**src/rtl/shreg_ctrl_pkg.sv**
```systemverilog
// shreg_ctrl_pkg: shared types and helpers for the RAM delay-line sequencer.
// SHREG_CTRL_BYPASS_EN lowers the minimum delay from 2 to 1.
package shreg_ctrl_pkg;
   typedef enum logic [1:0] {IDLE, FILL, RUN} state_t;
`ifdef SHREG_CTRL_BYPASS_EN
   localparam int DMIN = 1;
`else
   localparam int DMIN = 2;
`endif
   function automatic int clamp_delay(input int d, input int wdepth);
      return (d > wdepth) ? wdepth : (d < DMIN) ? DMIN : d;
   endfunction
   function automatic int mod_sub(input int a, input int b, input int m);
      return (a >= b) ? a - b : a - b + m;
   endfunction
endpackage

```
**src/rtl/mod_ptr.sv**
```systemverilog
// mod_ptr: modulo-M up-counter with enable, used as the RAM write pointer.
// Behaviour does not depend on SHREG_CTRL_BYPASS_EN.
module mod_ptr #(
   parameter int M = 10,
   parameter int AW = $clog2(M)
) (
   input  logic          clk,
   input  logic          Reset_n,
   input  logic          en,
   output logic [AW-1:0] cnt
);
   always_ff @(posedge clk or negedge Reset_n)
      if (!Reset_n) cnt <= '0;
      else if (en) cnt <= (cnt == AW'(M - 1)) ? '0 : cnt + 1'b1;
endmodule

```
**src/rtl/ram_shift_reg_ctrl.sv**
```systemverilog
// ram_shift_reg_ctrl: drives a 1R1W RAM as a circular buffer so dout(t)=din(t-D).
// Define SHREG_CTRL_BYPASS_EN to allow D=1 through a din->dout register.
module ram_shift_reg_ctrl
   import shreg_ctrl_pkg::*;
#(
   parameter int DSIZE = 6,
   parameter int WDEPTH = 10,
   parameter int DEF_DELAY = 4,
   localparam int AW = $clog2(WDEPTH),
   localparam int DW = $clog2(WDEPTH + 1)
) (
   input  logic             clk,
   input  logic             Reset_n,
   input  logic             en,
   input  logic [DSIZE-1:0] din,
   input  logic             cfg_load,
   input  logic [DW-1:0]    cfg_delay,
   output logic             ram_we,
   output logic [AW-1:0]    ram_waddr,
   output logic [DSIZE-1:0] ram_wdata,
   output logic             ram_re,
   output logic [AW-1:0]    ram_raddr,
   input  logic [DSIZE-1:0] ram_rdata,
   output logic [DSIZE-1:0] dout,
   output logic             dout_valid,
   output logic             cfg_err
);
   localparam logic [DW-1:0] D_RST = DW'(clamp_delay(DEF_DELAY, WDEPTH));
   state_t state, state_nx;
   logic [DW-1:0] d, d_clamp, fill_cnt;
   logic [AW-1:0] wp;
   mod_ptr #(.M(WDEPTH), .AW(AW)) u_wp (.clk(clk), .Reset_n(Reset_n), .en(en), .cnt(wp));
   assign d_clamp = DW'(clamp_delay(int'(cfg_delay), WDEPTH));
   assign ram_we = en;
   assign ram_re = en;
   assign ram_waddr = wp;
   assign ram_wdata = din;
   assign ram_raddr = AW'(mod_sub(int'(wp), int'(d) - 1, WDEPTH));
   assign dout_valid = (state == RUN);
   // The read issued at fill_cnt==D-1 fetches sample 0, so RUN lines up with its data.
   always_comb begin
      state_nx = state;
      if (cfg_load) state_nx = FILL;
      else if (en && state != RUN) state_nx = (fill_cnt == d - 1'b1) ? RUN : FILL;
   end
   always_ff @(posedge clk or negedge Reset_n)
      if (!Reset_n) begin
         state <= IDLE;
         d <= D_RST;
         fill_cnt <= '0;
         cfg_err <= 1'b0;
      end else begin
         state <= state_nx;
         cfg_err <= cfg_load && (d_clamp != cfg_delay);
         if (cfg_load) begin
            d <= d_clamp;
            fill_cnt <= '0;
         end else if (en && state != RUN) fill_cnt <= fill_cnt + 1'b1;
      end
`ifdef SHREG_CTRL_BYPASS_EN
   logic [DSIZE-1:0] byp;
   always_ff @(posedge clk or negedge Reset_n)
      if (!Reset_n) byp <= '0;
      else if (en) byp <= din;
   assign dout = (d == DW'(1)) ? byp : ram_rdata;
`else
   assign dout = ram_rdata;
`endif
endmodule

```
**config.mk**
```make
export PLATFORM = sky130hd
export DESIGN_NAME = ram_shift_reg_ctrl
export DESIGN_NICKNAME = d
export VERILOG_FILES = /design/src/rtl/shreg_ctrl_pkg.sv /design/src/rtl/mod_ptr.sv /design/src/rtl/ram_shift_reg_ctrl.sv
export SDC_FILE = /design/constraint.sdc
export NUM_CORES = 1
export LEC_CHECK = 0
export BUFFER_PORTS_ARGS = -buffer_cell sky130_fd_sc_hd__buf_2
export CORE_ASPECT_RATIO = 0.6
export CORE_MARGIN = 2
export CORE_UTILIZATION = 47
export CTS_BUF_LIST = sky130_fd_sc_hd__clkbuf_8
export DETAILED_ROUTE_END_ITERATION = 16
export GPL_TIMING_DRIVEN = 0
export PLACE_DENSITY = 0.83
export REMOVE_ABC_BUFFERS = 1
export SLEW_MARGIN = 20
export SYNTH_ARGS = -nofsm -noshare
export SYNTH_HDL_FRONTEND = slang
export SYNTH_SLANG_ARGS = --single-unit
```
**constraint.sdc**
```tcl
create_clock -name clk -period 5.88 [get_ports clk]
set_clock_uncertainty 0.05 [all_clocks]
set_input_delay 0.294 -clock clk [delete_from_list [all_inputs] [get_ports clk]]
set_output_delay 0.294 -clock clk [all_outputs]
set_load 0.03 [all_outputs]
```
==> metrics.txt <==
CTS sink count=15; layout cell share with drive strength beyond 1=0.2320; Critical Path Source Type=flip-flop; f_max=0.3101 GHz; Final period util=0.5484; Total GRT Usage=0.1833; pre-CTS setup slack=2.922 ns; Avg Inst Size Synth=9.454 um^2; placed inst area=1125 um^2; Die Width=66.63 um; post-synthesis register bit count=15; HP Class=input pin to flip-flop; number of I/O port buffers=19; Buf/Inv on CP=3; Max-slew headroom=0.7809; TNS Setup=0 ns; Cells after Synth=117; Initial DRC Count=35; CTS Buf Count=3; dpl hpwl=1.767 mm; Max Cap Viol=0; final hold vios=0; CTS max path bufs=2; final WL=2.167 mm; H-tree depth=1; postcts setup bufs=0; pin count of the biggest net entering global routing=16; Vias/cell=5.232; DIE AREA=2770 um^2; first-pass GRT wire length=3.746 mm; num ports=44; FFs w/ async S/R, synth=1.000; Final #Nets=154; Crit path max-delay family=adder cells; critical path's slowest cell=fa_1; yosys warns=0; critical path class=flip-flop to output pin; GPL Wtd Cong=0.8714; fin worst setup slack=2.655 ns; final instance area=1180 um^2; die span in y=41.58 um; Seq/Total Area, Yosys=0.3405; RSZ-0062 raised after global routing=no; core area=2196 um^2; number of flops mapped to enable cells by yosys=0; P&R area growth vs syn=6.674%; Synth Flop Type=dfrtp_1; post-route ant nets=0; DRC violations left=0; Filler Cells Inserted=214; top area cells in the synthesized netlist=dfrtp_1 (32%), buf_4 (9.5%), ha_1 (7.9%), xnor2_1 (5.5%), inv_1 (4.1%); total power=0.6425 mW; Worst-Margin Slew=0.3286 ns; first drt pass iteration count=4; status=completed; via count=811; initial antenna violation count=0; post-synth cell types=36; fin util=0.5373; Skew-Pair Late Insertion Delay=0.24 ns; Worst-path clk slew=0.06 ns; crit path DAT=2.88 ns; drt wl/cell=13.98 um; CP required=5.54 ns; worst-path cell chain=inv_1, ha_1, inv_1, fa_1, xnor2_1, ha_1, a41o_1, a211oi_1, nor2_1, a21bo_2, buf_2; VDD IR max=0.2821 mV; root buf cell=clkbuf_8; minimum clock period=3.225 ns; slowest stage delay, CP=0.41 ns; CTS tree=built; Initial Utilization=0.5037; Yosys top cell area share=0.3167; Post-Syn Area=1106 um^2; pwr dens=544.5 nW/um^2; leak pwr=0.6103 nW; FP Rows=13; crit path max fanout=3; Max Slew Vio Count=0; Setup crit end kind=output pin; leading area contributor after synthesis=dfrtp_1; setup violators final=0; GR Overflow Total=0; Diodes inserted=0; vias in the first global route=832
-- per-stage QoR --
step	hold slack, ns	cells
floorplan	-0.05159	101
global placement	0.1577	150
detailed placement	0.1674	150
CTS	0.2780	155
global route	0.3091	155
finish	0.2849	155
-- worst register-to-register path, stage by stage, from the launching register on --
cell and delay (ns):
dfrtp_1 0.39, inv_1 0.11, ha_1 0.36, xor2_1 0.20, nand4_1 0.13, nor4_2 0.25
a21oi_1 0.07
-- worst paths after layout --
kind                                       from                   end  slack, ns  cells past startpoint
max in group asynchronous               Reset_n      d[2]$_DFFE_PN1P_       5.06                      2
max reg2reg                    d[0]$_DFFE_PN0P_  state[0]$_DFFE_PN0P_       4.21                      6
max                            d[0]$_DFFE_PN0P_          ram_raddr[3]       2.66                     11
min                                cfg_delay[0]      d[0]$_DFFE_PN0P_       0.28                      3
min reg2reg                state[1]$_DFFE_PN0P_  state[1]$_DFFE_PN0P_       0.44                      1
min in group asynchronous               Reset_n  state[1]$_DFFE_PN0P_       0.43                      2
-- placed cells by master (no fill, tap or decap), drive strengths merged --
| master | instances |
|---|---|
| nand4 | 2 |
| fa | 1 |
| a21o | 4 |
| inv | 13 |
| nand2b | 1 |
| xor2 | 5 |
| nor4 | 1 |
| and3 | 1 |
| nor2 | 6 |
| mux2 | 2 |
| xnor2 | 8 |
| dfstp | 1 |
| xnor3 | 1 |
| nor3 | 4 |
| nand3b | 1 |
| ha | 7 |
| a211oi | 1 |
| buf | 19 |
| dfrtp | 14 |
| a41o | 1 |
| dlygate4sd3 | 1 |
| nor3b | 1 |
| nand2 | 5 |
| o21ai | 6 |
| nand3 | 5 |
| and3b | 1 |
| a21oi | 6 |
| o32ai | 1 |
| a21bo | 1 |
| clkbuf | 3 |
| o21a | 1 |
| nor2b | 1 |
-- layout make-up --
class                      count  area (um^2)  share of cell area
clock buffer                   3        41.29             0.03499
clock inverter                 1        3.754            0.003181
inverter                      12        45.04             0.03818
multi-input combinational     74        570.5              0.4836
sequential                    15        376.6              0.3192
tap                           30        37.54             0.03181
timing repair buffer          20        105.1             0.08908
-- flip-flops by register name, indices dropped and copies added, names as in the netlist --
name and flops:
cfg_err 1, d 4, fill_cnt 4, state 2, u_wp.cnt 4
-- layer usage --
layer  share of wire  GRT usage  vias up
met4           0.017    0.05306        0
li1                -          -      395
met3           0.080     0.1003        4
met1            0.48     0.2318      377
met5               0    0.06250        -
met2            0.43     0.2640       35
-- power breakdown --
part	total (mW)	switching (mW)	internal, mW
combinational	0.412	0.257	0.155
clock	0.0796	0.0335	0.0461
sequential	0.151	0.0284	0.122
-- Yosys cell counts (2+ instances only) --
library cell / number
a21o_1: 4
nand2_1: 5
o21ai_0: 5
nand4_1: 2
inv_1: 12
a21oi_1: 6
nor3_1: 3
dfrtp_1: 14
nor2_1: 6
xor2_1: 5
nand3_1: 5
buf_4: 14
xnor2_1: 7
ha_1: 7
-- what timing repair did --
item,CTS,global route
gates resized for setup,0,0
hold buffers,1,0
endpoints found under the hold margin,14,0
-- logic make-up (layout without fill, tap and decap cells) --
kind of cell,count (synthesis),after routing,share of synthesized area
AND/OR/NAND/NOR,29,29,0.1437
buffers and inverters,28,36,0.1437
AO/OA/AOI/OAI,21,21,0.1244
flip-flops,15,15,0.3405
XOR/XNOR,14,14,0.1301
adder cells (fa/ha/maj),8,8,0.09728
multiplexers,2,2,0.02036
Note: power is estimated with default switching activity, not from simulation.
